===== src/rtl/washer_ctrl_param.sv =====
// -----------------------------------------------------------------------------
// washer_ctrl_param
//
// Coin-operated washing-machine sequencer.  Coins build credit toward PRICE;
// once paid and with the lid closed, a run goes SOAK -> (WASH -> RINSE) x
// (1 + extra pairs) -> SPIN -> IDLE.  Each phase lasts T_* ticks of the external
// tick enable.  If the lid opens in any running phase, the controller parks in
// PAUSE with the phase timer frozen.  When the lid closes, it resumes the same
// phase without reloading the timer.
//
// Ports:
//   clk          system clock, rising edge
//   reset        synchronous, active-high reset
//   tick         one-cycle timebase enable; timers only advance on tick
//   moeda        coin pulse, one cycle per coin
//   lid_r        1 = lid open
//   d_lavar[1:0] extra wash/rinse pairs requested, sampled at start
//   molho        soak valve          (state SOAK)
//   lavar        wash agitation      (state WASH)
//   enxague      rinse               (state RINSE)
//   centrifugar  spin motor          (state SPIN)
//   pausar       paused indicator    (state PAUSE)
//   brake        spin brake          (PAUSE entered from SPIN)
//                "break" is a reserved word in SystemVerilog, so the brake
//                driver output carries this name instead.
//   busy         any state other than IDLE
//   done         one-cycle pulse in the first IDLE cycle after SPIN
//   credit[CW-1:0] current coin credit
//
// Optional build macro WASHER_STATUS_EN adds:
//   phase[2:0]       state code (IDLE=0 SOAK=1 WASH=2 RINSE=3 SPIN=4 PAUSE=5)
//   remaining[TW-1:0] live phase timer, frozen value while in PAUSE
// -----------------------------------------------------------------------------
module washer_ctrl_param #(
    parameter int TW        = 8,
    parameter int T_SOAK    = 10,
    parameter int T_WASH    = 20,
    parameter int T_RINSE   = 15,
    parameter int T_SPIN    = 12,
    parameter int PRICE     = 2,
    parameter int CW        = 4,
    parameter int MAX_EXTRA = 3
) (
    input  logic          clk,
    input  logic          reset,
    input  logic          tick,
    input  logic          moeda,
    input  logic          lid_r,
    input  logic [1:0]    d_lavar,
    output logic          molho,
    output logic          lavar,
    output logic          enxague,
    output logic          centrifugar,
    output logic          pausar,
    output logic          brake,
    output logic          busy,
    output logic          done,
`ifdef WASHER_STATUS_EN
    output logic [2:0]    phase,
    output logic [TW-1:0] remaining,
`endif
    output logic [CW-1:0] credit
);

    typedef enum logic [2:0] {
        IDLE  = 3'd0,
        SOAK  = 3'd1,
        WASH  = 3'd2,
        RINSE = 3'd3,
        SPIN  = 3'd4,
        PAUSE = 3'd5
    } state_t;

    localparam logic [TW-1:0] T_SOAK_C  = TW'(T_SOAK);
    localparam logic [TW-1:0] T_WASH_C  = TW'(T_WASH);
    localparam logic [TW-1:0] T_RINSE_C = TW'(T_RINSE);
    localparam logic [TW-1:0] T_SPIN_C  = TW'(T_SPIN);
    localparam logic [TW-1:0] ONE_C     = TW'(1);
    localparam logic [CW-1:0] PRICE_C   = CW'(PRICE);
    localparam logic [1:0]    MAX_C     = 2'(MAX_EXTRA);

    state_t        state;
    state_t        saved;    // phase to resume after PAUSE
    logic [TW-1:0] cnt;
    logic [1:0]    rem;      // wash/rinse pairs still to repeat
    logic          start;

    // Coin accounting.  On a start cycle the price is taken out of the credit
    // plus any coin arriving in that same cycle.  Credit >= PRICE there, so the
    // subtraction cannot underflow.  PRICE >= 1, so the result also fits even
    // when a coin lands on a full counter.
    function automatic logic [CW-1:0] credit_next_f(input logic [CW-1:0] c,
                                                    input logic          coin,
                                                    input logic          take);
        logic [CW:0] sum;
        sum = {1'b0, c} + {{CW{1'b0}}, coin};
        if (take)
            sum = sum - {1'b0, PRICE_C};
        else if (sum[CW])
            sum = {1'b0, {CW{1'b1}}};
        return sum[CW-1:0];
    endfunction

    assign start = (state == IDLE) && (credit >= PRICE_C) && !lid_r;

    always_ff @(posedge clk) begin
        if (reset) begin
            state  <= IDLE;
            saved  <= IDLE;
            cnt    <= '0;
            rem    <= '0;
            credit <= '0;
            done   <= 1'b0;
        end else begin
            credit <= credit_next_f(credit, moeda, start);
            done   <= 1'b0;
            case (state)
                IDLE: begin
                    if (start) begin
                        state <= SOAK;
                        cnt   <= T_SOAK_C;
                        rem   <= (d_lavar > MAX_C) ? MAX_C : d_lavar;
                    end
                end
                SOAK, WASH, RINSE, SPIN: begin
                    // An open lid takes priority over a terminal tick.  The
                    // timer stays at 1, so the phase ends on the first tick
                    // after resume.
                    if (lid_r) begin
                        state <= PAUSE;
                        saved <= state;
                    end else if (tick) begin
                        if (cnt > ONE_C) begin
                            cnt <= cnt - ONE_C;
                        end else begin
                            case (state)
                                SOAK: begin
                                    state <= WASH;
                                    cnt   <= T_WASH_C;
                                end
                                WASH: begin
                                    state <= RINSE;
                                    cnt   <= T_RINSE_C;
                                end
                                RINSE: begin
                                    if (rem != 2'd0) begin
                                        state <= WASH;
                                        cnt   <= T_WASH_C;
                                        rem   <= rem - 2'd1;
                                    end else begin
                                        state <= SPIN;
                                        cnt   <= T_SPIN_C;
                                    end
                                end
                                default: begin
                                    state <= IDLE;
                                    cnt   <= '0;
                                    done  <= 1'b1;
                                end
                            endcase
                        end
                    end
                end
                PAUSE: begin
                    // Ticks are ignored here, and the timer is not reloaded.
                    if (!lid_r)
                        state <= saved;
                end
                default: begin
                    state <= IDLE;
                    cnt   <= '0;
                    rem   <= '0;
                end
            endcase
        end
    end

    // Output decode of the registered state
    assign molho       = (state == SOAK);
    assign lavar       = (state == WASH);
    assign enxague     = (state == RINSE);
    assign centrifugar = (state == SPIN);
    assign pausar      = (state == PAUSE);
    assign brake       = (state == PAUSE) && (saved == SPIN);
    assign busy        = (state != IDLE);

`ifdef WASHER_STATUS_EN
    assign phase     = state;
    assign remaining = cnt;
`endif

endmodule


===== config.mk =====
export PLATFORM = sky130hd
export DESIGN_NAME = washer_ctrl_param
export DESIGN_NICKNAME = d
export VERILOG_FILES = /design/src/rtl/washer_ctrl_param.sv
export SDC_FILE = /design/constraint.sdc
export NUM_CORES = 1
export LEC_CHECK = 0
export CORE_AREA = 10 10 75 77
export DETAILED_ROUTE_END_ITERATION = 7
export DIE_AREA = 0 0 85 87
export PLACE_DENSITY = 0.55
export SKIP_CTS_REPAIR_TIMING = 1
export SLEW_MARGIN = 40
export SYNTH_ARGS = -nofsm -noshare
export SYNTH_HDL_FRONTEND = slang
export SYNTH_SLANG_ARGS = --single-unit

===== constraint.sdc =====
create_clock -name clk -period 2.7 [get_ports clk]
set_input_delay 0.27 -clock clk [delete_from_list [all_inputs] [get_ports clk]]
set_output_delay 0.27 -clock clk [all_outputs]
set_load 0.01 [all_outputs]

==> run metrics, run 1 <==
clock power share=10.4%; Area growth syn-to-layout=18.1%; peak supply drop=0.332 mV; count leader, synth=dfxtp_1; Starting Density=37.5%; I/O pins=19; cell area after synthesis=0.00159 sq mm; asr flop ratio synth=0%; Mapped Cells=202; Hold Crit Endpoint=rem[1]; Crit Path Category=register to output port; Final Hold Viols=0; Clock Path Buffers=2; clock tree root buffer cell=clkbuf_8; largest family of logic cells by synthesized area=compound AO/OA/AOI/OAI gates; required time worst endpoint=2.43 ns; share of cells above drive strength 1=8.68%; Clock Latency Late Sink=0.25 ns; vias in the first global route=1,566; final antenna-violating net count=0; final net count=233; most frequent cells after synthesis=dfxtp_1, a21oi_1, nor2_1; final setup fails=0; CP Max Fanout=12; drt total wl=4.69 mm; fin crit share=85.8%; crit path launch type=register; CP Capture Type=output port; clock buffer count from CTS=3; r2r startpoint=cnt[0]; TNS Setup=0 ns; full die area=0.00740 sq mm; Max Freq=0.432 GHz; max-slew violations=0; worst r2r path cells=6; Distinct cells, synth=55; Total Routing Usage GR=12.6%; drt pass-1 iters=5; port bufs=18; worst clock skew=0.000718 ns; Post-Synth Simple-Gate Area=25.9%; critical path arrival=2.05 ns; internal power=1.04 mW; DP Wirelength=3.51 mm; synth top area cells=dfxtp_1, a21oi_1, ha_1; first-pass GRT wire length=7.85 mm; largest net degree at the start of global routing=25; Lkg Pwr=0.704 nW; Slew headroom=53.9%; post-synthesis sequential area ratio=26.5%; total gr overflow=0; Rows=24; RSZ-0062 raised after global routing=no; Compound-Gate Fraction of Synth Area=29.4%; number of synthesized flops with an enable pin=0; Yosys top cell area share=26.5%; Syn Area/Cell=7.87 sq um; cell taking the most area after synthesis=dfxtp_1; Avg WL per Cell=17.3 um; # diodes=0; post-synthesis adder-cell area fraction=4.72%; status=finished clean; Vias/cell=5.96; Via Count=1,615; type of the worst min-delay path=register to register; die height=87 um; Yosys reg bits=21; Synth Area in XOR/XNOR=2.76%; clock sinks=21; top_reg_cell synth=dfxtp_1; switching share of power=47.8%; flop2flop setup slack=0.52 ns; 1st-iter DRT viols=171; net count after synthesis=215; Ys Warns=0; Worst R2R End=cnt[7]; CTS tree=yes; Pwr Total=2.00 mW; Residual DRC=0; Flop pwr share=24.9%; combinational share of power=64.7%; die width=85 um; worst slew pin tran=0.688 ns; hold path cells=2; Period minus WS final=2.32 ns; mux contribution to synthesized area=3.23%; CTS H-tree lvls=1; # Max-Cap Violations=0; Clock transition at path regs=0.08 ns; number of antenna violations at the first check in global routing=0; Net Switching=0.956 mW; PD cells=1070 mW/mm^2; gpl congestion=0.918; Worst Min Path Start=rem[1]; core area=0.00423 sq mm
-- kinds of logic after synthesis --
logic type,count (synthesis)
compound gates,66
xor+xnor,5
flops,21
mux,5
fa+ha+maj,6
buf+inv,27
simple gates,72
-- metal layers --
layer  vias up  global-route usage [%]  wire length, um
li1        790                       -                -
met1       783                    15.7             2150
met2        36                    21.5             2330
met3         6                    1.97              156
met4         0                    3.74               46
met5         -                       0                0
-- how the worst max path moves through the flow --
stage / start / to / slack, ns
4_1_cts: state[2] / brake / 0.38
3_5_place_dp: lid_r / cnt[0] / 0.58
5_1_grt: state[2] / brake / 0.22
3_3_place_gp: state[2] / rem[0] / 0.56
6_report: state[2] / brake / 0.38
2_1_floorplan: cnt[0] / cnt[0] / 0.72
-- power by group through the flow --
stage / clock network, mW / logic (mW) / registers (mW)
2_1_floorplan: 0 / 0.936 / 0.482
5_1_grt: 0.229 / 1.41 / 0.512
6_report: 0.208 / 1.29 / 0.498
3_5_place_dp: 0 / 1.27 / 0.505
4_1_cts: 0.216 / 1.28 / 0.498
3_3_place_gp: 0 / 1.26 / 0.502
-- layout by cell type (no fill, tap or decap), types with 2 or more instances in the layout --
master,count
o211ai_1,5
nor2_1,15
a2111oi_0,2
o21ai_0,12
mux2i_1,4
nor3_1,8
a211oi_1,4
o2111ai_1,2
dfxtp_1,21
nor2b_1,3
a31oi_1,2
o41ai_1,3
a221oi_1,4
clkdlybuf4s50_1,18
ha_1,6
nor3b_1,2
nand4_1,2
o32ai_1,2
nand3_1,6
o22ai_1,2
and3_1,6
inv_1,12
a21oi_1,15
xor2_1,4
a22oi_1,2
and4_1,3
or3_1,3
clkbuf_8,3
nand2b_1,3
buf_4,9
nand2_1,12
-- through the flow --
step           setup WS [ns]  std cells  hold WS [ns]  instance area, sq um  util, %
4_1_cts                0.377        271         0.481                  1880     44.3
3_3_place_gp           0.559        267         0.482                  1830     43.3
2_1_floorplan          0.717        202         0.349                  1590        -
5_1_grt                0.219        271         0.515                  1880     44.3
3_5_place_dp           0.576        267         0.469                  1830     43.3
6_report               0.385        271         0.480                  1880     44.3
-- cell type report --
type	count	area [sq um]
Timing Repair Buffer	27	248
Sequential cell	21	420
Inverter	13	48.8
Clock buffer	4	45.0
Tap cell	52	65.1
Fill cell	445	2360
Multi-Input combinational cell	154	1050
-- worst max-delay path: stages (launching register included) --
cell and delay [ns]:
dfxtp_1 0.58, buf_4 0.26, nand2_1 0.10, nor2_1 0.14
and3_1 0.17, clkdlybuf4s50_1 0.54
-- sequential cells by signal, indices dropped and copies added, names as in the netlist --
register / count
done: 1
rem: 2
state: 3
saved: 3
cnt: 8
credit: 4
No activity file was read; power rests on OpenSTA's default activity.
==> run 2, diff against run 1 <==
- RECOVER_POWER: default -> 50
==> run 2 against run 1 <==
  * Register-to-register slack got worse by 0.05 ns
  * Sequential cell count is the same
  * Critical path depth stayed put
  * Setup slack gained 0.0025 ns
  * Critical endpoint unchanged
==> run metrics, run 2 (same netlist as run 1, synthesis figures left out) <==
Max Freq=0.432 GHz (+0.11%); largest net degree at the start of global routing=25 (unchanged); Clock Latency Late Sink=0.26 ns (about the same); share of cells above drive strength 1=7.76% (-0.91 points); Starting Density=37.5% (unchanged); number of antenna violations at the first check in global routing=0 (unchanged); die width=85 um (unchanged); clock tree root buffer cell=clkbuf_8; total gr overflow=0 (unchanged); Lkg Pwr=0.718 nW (+2.1%); # diodes=0 (unchanged); Critical Path, Cell by Cell=buf_4, nand2_1, nor2_1, and3_1, clkdlybuf4s50_1; CTS H-tree lvls=1 (unchanged); gpl congestion=0.918 (unchanged); Avg WL per Cell=17.3 um (+0.15%); worst slew pin tran=0.694 ns (+0.00585 ns); first-pass GRT wire length=7.85 mm (unchanged); PD cells=1060 mW/mm^2 (-0.88%); Clock transition at path regs=0.08 ns (about the same); CP Max Fanout=12 (unchanged); worst slack, placed=0.576 ns (unchanged); Area growth syn-to-layout=17.9%; Clock Path Buffers=2 (unchanged); core area=0.00423 sq mm (unchanged); Largest regs=cnt x8, credit x4; Total Routing Usage GR=12.6% (unchanged); max-slew violations=0 (unchanged); Crit Path Category=register to output port; final setup fails=0 (unchanged); Residual DRC=0 (unchanged); Period minus WS final=2.31 ns (-0.00249 ns); critical path arrival=2.04 ns (about the same); CP top delay family=buffers and inverters; Vias/cell=5.96 (about the same); CP max stage cell=dfxtp_1; status=finished clean; largest reg by FF count=cnt; fin crit share=85.7% (-0.092 points); drt total wl=4.69 mm (+0.15%); Slew headroom=53.5% (-0.39 points); min setup slack post-route=0.387 ns (+0.00249 ns); TNS Setup=0 ns (unchanged); drt pass-1 iters=4 (-1); port bufs=18 (unchanged); peak supply drop=0.331 mV (-0.36%); max FFs per register=8 (unchanged); Worst Path Buf+Inv=2 (unchanged); Rows=24 (unchanged); Pwr Total=1.98 mW (-1.1%); required time worst endpoint=2.43 ns (about the same); clock sinks=21 (unchanged); CTS tree=yes; most frequent cells in the layout=dfxtp_1, nor2_1, a21oi_1, inv_1; Finished Cell Area=0.00187 sq mm (-0.20%); 1st-iter DRT viols=198 (+16%); max incr delay on CP=0.58 ns (about the same); crit path launch type=register; RSZ-0062 raised after global routing=no; I/O pins=19 (unchanged); DP Wirelength=3.51 mm (unchanged); Final Hold Viols=0 (unchanged); clock buffer count from CTS=3 (unchanged); type of the worst min-delay path=register to register; CP Capture Type=output port; full die area=0.00740 sq mm (unchanged); Cell Area, Placed=0.00183 sq mm (unchanged); Via Count=1,614 (-0.062%); commonest non-fill, non-tap cell in the layout=dfxtp_1; die height=87 um (unchanged); Fillers=446 (+0.22%); # Max-Cap Violations=0 (unchanged); worst clock skew=0.000806 ns (+0.0000878 ns); final antenna-violating net count=0 (unchanged); final net count=233 (unchanged); vias in the first global route=1,566 (unchanged); Min Hold Slack=0.479 ns (-0.000553 ns)
-- run 2: cell count changes in the layout (fill, tap and decap cells not counted) --
cell | before | now
clkbuf_1 | 1 | 2
inv_1 | 12 | 13
dlygate4sd3_1 | 0 | 6
inv_2 | 1 | 0
buf_4 | 9 | 8
clkdlybuf4s50_1 | 18 | 12
-- run 2: per-stage QoR --
stage	utilization [%]	cells
4_1_cts	44.3	271
3_3_place_gp	43.3	267
2_1_floorplan	-	202
6_report	44.2	271
5_1_grt	44.2	271
3_5_place_dp	43.3	267
-- run 2: layout make-up --
cell class | instances | area [sq um] | area share (%)
clock buffers | 4 | 45.0 | 2.40
inverters | 13 | 48.8 | 2.61
multi-input cells | 154 | 1050 | 56.0
flip-flops and latches | 21 | 420 | 22.4
well taps | 52 | 65.1 | 3.47
repair buffers | 27 | 244 | 13.0
-- run 2: tightest hold or removal path, delay by kind of cell, from the launching register on --
family,cells,cell delay [ns]
flip-flops,1,0.32
AND/OR/NAND/NOR,1,0.06
multiplexers,1,0.06
-- run 2: worst paths after layout --
kind	from	endpoint	slack, ns	cells past startpoint
worst max register to register	state[2]	rem[0]	0.47	5
worst min-delay path	rem[1]	rem[1]	0.48	2
worst min register to register	rem[1]	rem[1]	0.48	2
worst max-delay path	state[2]	brake	0.39	5
-- run 2: power by group --
| part | internal (mW) | leakage, nW | switching (mW) |
|---|---|---|---|
| registers | 0.391 | 0.171 | 0.106 |
| logic | 0.526 | 0.525 | 0.745 |
| clock network | 0.105 | 0.0228 | 0.104 |
| total | 1.02 | 0.718 | 0.955 |
-- run 2: layer usage --
layer	global-route usage (%)	part of all wire, %	vias up
met5	0	0	-
met4	3.74	0.85	0
met3	1.97	3.8	4
met2	21.5	49	41
met1	15.7	46	775
li1	-	-	794
